--- config.mk ---
export PLATFORM = sky130hd
export DESIGN_NAME = insn_sequencer
export DESIGN_NICKNAME = d
export VERILOG_FILES = /design/src/rtl/insn_sequencer.sv
export SDC_FILE = /design/constraint.sdc
export NUM_CORES = 1
export LEC_CHECK = 0
export BUFFER_PORTS_ARGS = -buffer_cell sky130_fd_sc_hd__buf_2
export CAP_MARGIN = 30
export CORE_UTILIZATION = 40
export CTS_CLUSTER_SIZE = 14
export DETAILED_ROUTE_END_ITERATION = 16
export HOLD_SLACK_MARGIN = 0.05
export PLACE_DENSITY_LB_ADDON = 0.25
export SLEW_MARGIN = 20
export SYNTH_ARGS = -nofsm -noshare
export SYNTH_HDL_FRONTEND = slang
export SYNTH_HIERARCHICAL = 1
export SYNTH_SLANG_ARGS = --single-unit
--- constraint.sdc ---
create_clock -name clk -period 1.37 [get_ports clk]
set_input_delay 0.2055 -clock clk [delete_from_list [all_inputs] [get_ports clk]]
set_output_delay 0.2055 -clock clk [all_outputs]
set_load 0.01 [all_outputs]
--- src/rtl/insn_sequencer.sv ---
// Instruction-fetch sequencer: fetches 64-bit words, issues the left then the right half-instruction.
// Optional PREFETCH_EN macro adds a one-word prefetch buffer fetched during right-half issue.
module decoder (
    input  logic [63:0] word,
    input  logic        pe,
    input  logic        tkk,
    output logic [3:0]  ir,
    output logic [7:0]  op,
    output logic        extop,
    output logic [19:0] addr
);
    logic [31:0] half_word;

    always_comb begin
        half_word = tkk ? word[31:0] : word[63:32];
        ir        = half_word[31:28];
        extop     = half_word[27];
        op        = extop ? {1'b1, half_word[26:20]} : {3'b000, half_word[24:20]};
        // Compatibility mode narrows the address field to 15 bits
        addr      = pe ? {5'd0, half_word[14:0]} : half_word[19:0];
    end
endmodule

module insn_sequencer #(
    parameter int            AW       = 15,
    parameter logic [AW-1:0] START_PC = '0
) (
    input  logic          clk,
    input  logic          reset_n,
    input  logic          pe,
    output logic          mem_req,
    output logic [AW-1:0] mem_addr,
    input  logic          mem_gnt,
    input  logic          mem_rvalid,
    input  logic [63:0]   mem_rdata,
    output logic          insn_valid,
    input  logic          insn_ready,
    output logic [3:0]    insn_ir,
    output logic [7:0]    insn_op,
    output logic          insn_extop,
    output logic [19:0]   insn_addr,
    output logic [AW-1:0] insn_pc,
    output logic          insn_tkk,
    input  logic          redirect,
    input  logic [AW-1:0] redirect_pc,
    input  logic          redirect_tkk,
    output logic          busy
);
    typedef enum logic [1:0] {S_FETCH, S_WAIT, S_ISSUE} state_t;

    state_t        state_reg, state_next;
    logic [AW-1:0] pc_reg, pc_next;
    logic          half_reg, half_next;
    logic [63:0]   word_reg, word_next;
    logic          discard_reg, discard_next;
    logic          run_reg;
    logic          outstanding;
    logic [AW-1:0] pc_inc;
    logic [3:0]    dec_ir;
    logic [7:0]    dec_op;
    logic          dec_extop;
    logic [19:0]   dec_addr;
`ifdef PREFETCH_EN
    logic [63:0]   buf_reg, buf_next;
    logic          buf_valid_reg, buf_valid_next;
    logic          pf_out_reg, pf_out_next;
    logic          pf_req;
`endif

    assign pc_inc = pc_reg + 1'b1;

    decoder u_decoder (
        .word  (word_reg),
        .pe    (pe),
        .tkk   (half_reg),
        .ir    (dec_ir),
        .op    (dec_op),
        .extop (dec_extop),
        .addr  (dec_addr)
    );

    always_ff @(posedge clk or negedge reset_n) begin
        if (!reset_n) begin
            state_reg     <= S_FETCH;
            pc_reg        <= START_PC;
            half_reg      <= 1'b0;
            word_reg      <= '0;
            discard_reg   <= 1'b0;
            run_reg       <= 1'b0;
`ifdef PREFETCH_EN
            buf_reg       <= '0;
            buf_valid_reg <= 1'b0;
            pf_out_reg    <= 1'b0;
`endif
        end else begin
            state_reg     <= state_next;
            pc_reg        <= pc_next;
            half_reg      <= half_next;
            word_reg      <= word_next;
            discard_reg   <= discard_next;
            // Keeps mem_req low while reset is held, although the state is FETCH
            run_reg       <= 1'b1;
`ifdef PREFETCH_EN
            buf_reg       <= buf_next;
            buf_valid_reg <= buf_valid_next;
            pf_out_reg    <= pf_out_next;
`endif
        end
    end

    always_comb begin
        state_next   = state_reg;
        pc_next      = pc_reg;
        half_next    = half_reg;
        word_next    = word_reg;
        discard_next = discard_reg;
        outstanding  = 1'b0;
`ifdef PREFETCH_EN
        buf_next       = buf_reg;
        buf_valid_next = buf_valid_reg;
        pf_out_next    = pf_out_reg;
`endif
        case (state_reg)
            S_FETCH: begin
                if (mem_req && mem_gnt) state_next = S_WAIT;
            end
            S_WAIT: begin
                if (mem_rvalid) begin
                    if (discard_reg) begin
                        discard_next = 1'b0;
                        state_next   = S_FETCH;
                    end else begin
                        word_next  = mem_rdata;
                        state_next = S_ISSUE;
                    end
                end
            end
            S_ISSUE: begin
`ifdef PREFETCH_EN
                if (pf_req && mem_gnt) pf_out_next = 1'b1;
                if (pf_out_reg && mem_rvalid) begin
                    buf_next       = mem_rdata;
                    buf_valid_next = 1'b1;
                    pf_out_next    = 1'b0;
                end
`endif
                if (insn_ready) begin
                    if (!half_reg) begin
                        half_next = 1'b1;
                    end else begin
                        pc_next    = pc_inc;
                        half_next  = 1'b0;
                        state_next = S_FETCH;
`ifdef PREFETCH_EN
                        // Prefetched word (already held or arriving now) skips the refetch
                        if (buf_valid_reg) begin
                            word_next      = buf_reg;
                            buf_valid_next = 1'b0;
                            state_next     = S_ISSUE;
                        end else if (pf_out_reg && mem_rvalid) begin
                            word_next      = mem_rdata;
                            buf_valid_next = 1'b0;
                            state_next     = S_ISSUE;
                        end else if (pf_out_reg || (pf_req && mem_gnt)) begin
                            pf_out_next = 1'b0;
                            state_next  = S_WAIT;
                        end
`endif
                    end
                end
            end
            default: state_next = S_FETCH;
        endcase

        if (redirect) begin
            // Any read still owed by memory must be drained and dropped before refetching
            outstanding = (mem_req && mem_gnt) || (state_reg == S_WAIT && !mem_rvalid);
`ifdef PREFETCH_EN
            outstanding    = outstanding || (pf_out_reg && !mem_rvalid);
            buf_valid_next = 1'b0;
            pf_out_next    = 1'b0;
`endif
            pc_next      = redirect_pc;
            half_next    = redirect_tkk;
            discard_next = outstanding;
            state_next   = outstanding ? S_WAIT : S_FETCH;
        end
    end

    always_comb begin
        mem_req    = run_reg && (state_reg == S_FETCH);
        mem_addr   = pc_reg;
        insn_valid = (state_reg == S_ISSUE);
        busy       = (state_reg == S_WAIT);
`ifdef PREFETCH_EN
        pf_req = run_reg && (state_reg == S_ISSUE) && half_reg && !pf_out_reg && !buf_valid_reg;
        if (pf_req) begin
            mem_req  = 1'b1;
            mem_addr = pc_inc;
        end
        busy = busy || pf_out_reg;
`endif
        insn_ir    = insn_valid ? dec_ir    : '0;
        insn_op    = insn_valid ? dec_op    : '0;
        insn_extop = insn_valid ? dec_extop : 1'b0;
        insn_addr  = insn_valid ? dec_addr  : '0;
        insn_pc    = insn_valid ? pc_reg    : '0;
        insn_tkk   = insn_valid ? half_reg  : 1'b0;
    end
endmodule

Word-level counts from Yosys, hierarchy flattened
Index checks and enable logic that the tools add are counted.

Register bits: 84.

Bitwise operators: 1. Reductions and logical operators: 16. Multiplexer cells: 28. Equality and inequality tests: 6. $add $sub $neg: 1.

Operator list (count): $mux W15 (5); $mux W20 (2); $mux W32 (1); $mux W8 (2); $add A15 B1 Y15 const B (1); $mux W2 (6); $mux W1 (10); $reduce_bool A2 Y1 (5); $ne A3 B1 Y1 const B (2); $ne A3 B3 Y1 const B (2); $pmux W2 S3 (1); $reduce_and A3 Y1 (2); $mux W4 (1); $reduce_and A2 Y1 (2); $reduce_and A4 Y1 (1); $logic_and A1 B1 Y1 (3); $eq A2 B1 Y1 const B (1); $eq A2 B2 Y1 const B (1); $logic_not A2 Y1 (1); $logic_not A1 Y1 (1); $logic_or A1 B1 Y1 (1); $not A1 Y1 (1).

Longest topological paths before layout
Depth after elaboration: 6. Depth in mapped cells: 6. Mapped depth without buffers: 5.

Hierarchy
Netlist, hierarchy kept.

By module, submodules not included: insn_sequencer (cells an instance 311, area each 3878.7 µm², instances 1, seq. area each 2102.0 µm²); decoder (cells an instance 43, area each 526.8 µm², instances 1, seq. area each 0.0 µm²).

Worst setup path before layout
OpenSTA, ideal clock, no wires.

Path type: flip-flop to flip-flop. From: register state_reg[1]. To: register word_reg[0]. Setup slack: -0.113 ns. Arrival: 1.356 ns. Clock period less this slack: 1.483 ns. Data required time: 1.243 ns. Setup time: 0.127 ns. Stages on the path, launching flop included: 6. Cell sequence: dfrtp_1 > nand3b_1 > nor2_1 > buf_4 > buf_6 > mux2_1.

Cells in the longest elaborated chain, start to end: 2.

Ends and longest elaborated chain: from (decl) (line 51) `state_t state_reg, state_next;`; from (signal assigned) (line 96) `state_reg <= state_next;`; $eq A2 B1 Y1 (line 123) `case (state_reg)`; $reduce_and A3 Y1 (no source line); to (signal assigned) (line 99) `word_reg <= word_next;`; to (decl) (line 54) `logic [63:0] word_reg, word_next;`.

Every way passes these cells. A chain may end at the register's enable or synchronous reset.

Worst setup path after layout
From: register half_reg. To: output port insn_op[3].

Cells in the longest elaborated chain, start to end: 3.

Ends and longest elaborated chain: from (decl) (line 53) `logic half_reg, half_next;`; from (signal assigned) (line 98) `half_reg <= half_next;`; $mux W32 (line 15) `half_word = tkk ? word[31:0] : word[63:32];`; $mux W8 (line 18) `op = extop ? {1'b1, half_word[26:20]} : {3'b000, half_word[24:20]};`; via dec_op[3] (line 60) `logic [7:0] dec_op;`; $mux W8 (line 204) `insn_op = insn_valid ? dec_op : '0;`; to (decl) (line 39) `output logic [7:0] insn_op,`.

The timed path passes the listed nets, and every way through them passes these cells.

==> summary.md <==
| Metric | Value |
|---|---|
| Unrepaired setup endpoints after global routing | true |
| Static leakage | 3.609 nW |
| FILL cells | 773 |
| First-pass GRT wire length | 19.00 mm |
| Worst Hold Class | in2reg |
| Status | finished with violations |
| Layout cells sized above 1 | 0.6856 |
| Startpoint types | flip-flop |
| Cells after Synth | 354 |
| Reg-to-Reg End | word_reg[17] |
| Crit path capture type | output pin |
| Crit-path max FO | 6 |
| Most used cell, CP | buf_6 |
| Initial Utilization | 0.4192 |
| Endpoints failing hold | 0 |
| Detailed Route WL | 12.24 mm |
| Crit path time final | 1837 ps |
| Sequence of cells on the critical path | buf_6 > buf_12 > mux2_4 > and2_4 > buf_6 |
| WP data required | 1160 ps |
| Net Count, Synth | 442 |
| I/O pins | 154 |
| Psw | 2.589 mW |
| Hold depth | 3 |
| Clock share of power | 0.177 |
| Worst-path clk slew | 80 ps |
| Critical Path AT | 1630 ps |
| Yosys cell types | 41 |
| Worst Hold End | mem_addr[8] |
| CP peak stage delay | 450 ps |
| Slowest CP cell | dfrtp_2 |
| Sw frac | 0.2780 |
| Fin worst setup slack | -467.0 ps |
| Synth Register Bits | 84 |
| Core ar. | 10510 um2 |
| Final non-filler cell total | 718 |
| Failing checks | setup timing |
| CTS Root Cell | clkbuf_8 |
| Gate power share | 0.397 |
| Antenna viol nets, final | 0 |
| Clock skew | 10.85 ps |
| Drt drc | 0 |
| Max VDD drop | 935.1 uV |
| Flop pwr share | 0.426 |
| Post-Layout Inst Area | 7189 um2 |
| Initial DRT Pass Iterations | 4 |
| F_max | 0.5444 GHz |
| H-tree depth | 3 |
| Worst reg-to-reg path cell count | 7 |
| Vias/cell | 4.962 |
| Die height | 106.9 um |
| Die W | 106.9 um |
| Hold Slack | 68.91 ps |
| Hold Startpoint | redirect_pc[8] |
| Clock Tree Buf Depth | 2 |
| Setup TNS | -36110 ps |
| Rows | 37 |
| Cts bufs inserted | 9 |
| Post-synth top area share | 0.4771 |
| Cell family with most CP delay | flip-flops |
| N_diodes | 0 |
| Number of port buffers | 153 |
| Total Routing Usage GR | 0.2156 |
| HPWL Detailed | 7.038 mm |
| Clk sinks | 84 |
| RePlAce Congestion | 0.7523 |
| Internal | 6.724 mW |
| DP Cell Count | 651 |
| Share of the clock period used by the worst path | 1.341 |
| Number of max-cap violations | 0 |
| Remaining Overflow, GRT | 0 |
| Final Slew Violations | 0 |
| Pin count of the biggest net entering global routing | 85 |
| Critical path class | reg2out |
| Synth Cell Area | 4405 um2 |
| Synthesized area per cell | 12.44 um2 |
| Area post-placement | 5573 um2 |
| R2R setup slack | -290 ps |
| Die Area | 11440 um2 |
| Setup Viol. Count Final | 132 |
| Reg2reg start | state_reg[0] |
| Syn. warnings | 6 |
| PwrDens | 1295 nW/um2 |
| Worst path bufs/invs | 3 |
| Vias in the first global route | 3676 |
| Largest cells by area after synthesis | dfrtp_1 (48%), mux2_1 (13%), mux2_4 (7.5%) |
| Routed wire per std cell | 17.05 um |
| Nets | 665 |
| Initial antenna violation count | 1 |
| CTS tree | done |
| Worst-Skew Late Latency | 350 ps |
| Via count | 3563 |
| Max FFs per register | 64 |
| Leading area contributor after synthesis | dfrtp_1 |
| Seq/Total Area, Yosys | 0.4771 |
| Area delta synth->final | 63.19% |
| Initial drt markers | 96 |
-- kinds of logic (layout without fill, tap and decap cells) --
| logic type | Yosys count | count (layout) | synth area share |
|---|---|---|---|
| and+or+nand+nor | 109 | 110 | 0.1556 |
| muxes | 94 | 94 | 0.2573 |
| DFF | 84 | 84 | 0.4771 |
| buffers and inverters | 29 | 256 | 0.04828 |
| AOI/OAI and AO/OA | 24 | 24 | 0.03408 |
| xor gates and xnor gates | 12 | 12 | 0.02386 |
| adders and majority gates | 1 | 1 | 0.002840 |
| other | 1 | 1 | 0.0008512 |
-- per-stage QoR --
step / setup slack (ps) / power, mW / utilization
final: -467.0 / 9.313 / 0.6841
after global routing: -511.0 / 9.827 / 0.6841
after CTS: -476.0 / 8.991 / 0.6546
after detailed placement: -132.4 / 6.285 / 0.5303
after global placement: -103.9 / 6.138 / 0.5303
after floorplan: -113.2 / 5.570 / -
-- metal layers --
layer | routed length (um) | GRT usage | vias up
li1 | - | - | 1671
met1 | 5282 | 0.2719 | 1760
met2 | 6071 | 0.3696 | 122
met3 | 819 | 0.06505 | 8
met4 | 61 | 0.03523 | 2
met5 | 10 | 0 | -
-- worst max-delay path by stage --
| stage | start | endpoint | cells after the start |
|---|---|---|---|
| after floorplan | state_reg[1] | word_reg[0] | 5 |
| after global placement | state_reg[0] | mem_addr[12] | 4 |
| after detailed placement | state_reg[1] | word_reg[38] | 4 |
| after CTS | half_reg | insn_ir[0] | 5 |
| after global routing | half_reg | insn_addr[1] | 5 |
| final | half_reg | insn_op[3] | 5 |
-- cell usage after synthesis, drive strengths merged --
master and instances:
mux2 88, dfrtp 84, and2 48, nand2 20
buf 15, o21ai 14, nor2 10, xnor2 9
clkbuf 8, inv 6, mux2i 6, nor4 6
nand4 5, nor3 5, a21oi 3, nand3 3
xor2 3, a32o 2, and2b 2, and3 2
nand2b 2, nand3b 2, nor3b 2, o31a 2
a21o 1, a221o 1, a22o 1, conb 1
ha 1, nand4b 1, nor2b 1
-- cell type report --
type / instances / area (um2) / area share
Multi-Input combinational cell: 242 / 2590 / 0.3602
Timing Repair Buffer: 234 / 2117 / 0.2945
Sequential cell: 84 / 2112 / 0.2938
Tap cell: 136 / 170.2 / 0.02367
Clock buffer: 12 / 145.1 / 0.02019
Clock inverter: 4 / 32.53 / 0.004525
Inverter: 6 / 22.52 / 0.003133
-- cells in the final DEF, fill, tap and decap left out, drive strengths merged, types with 5 or more instances in the layout --
cell type	n
dfrtp	84
mux2	88
buf	226
clkbuf	16
o21ai	14
nor4	6
xnor2	9
inv	7
nand2	20
nor2	10
nor3	5
mux2i	6
nand4	5
and2	48
-- timing repair --
| action | in CTS | in global routing |
|---|---|---|
| buffers inserted | 27 | 13 |
| hold buffers | 3 | 0 |
| endpoints found under the setup margin | 130 | 136 |
| pin swaps | 20 | 25 |
| gates resized for setup | 123 | 66 |
| endpoints found under the hold margin | 86 | 0 |
| cloned | 12 | 4 |
-- power by group through the flow --
stage	sequential [mW]	clock, mW	combinational (mW)
after floorplan	3.81	0	1.76
after global placement	3.87	0	2.27
after detailed placement	3.94	0	2.35
after CTS	3.92	1.69	3.38
after global routing	4.07	1.80	3.96
final	3.97	1.65	3.69
-- worst reg2reg max path, cell delays in order, from the launching register on --
cell	delay, ps
dfrtp_1	370
buf_6	120
nand3b_1	140
nor2_4	190
buf_6	140
buf_6	130
clkbuf_16	170
mux2_4	300
Power figures use the tool's default switching activity.
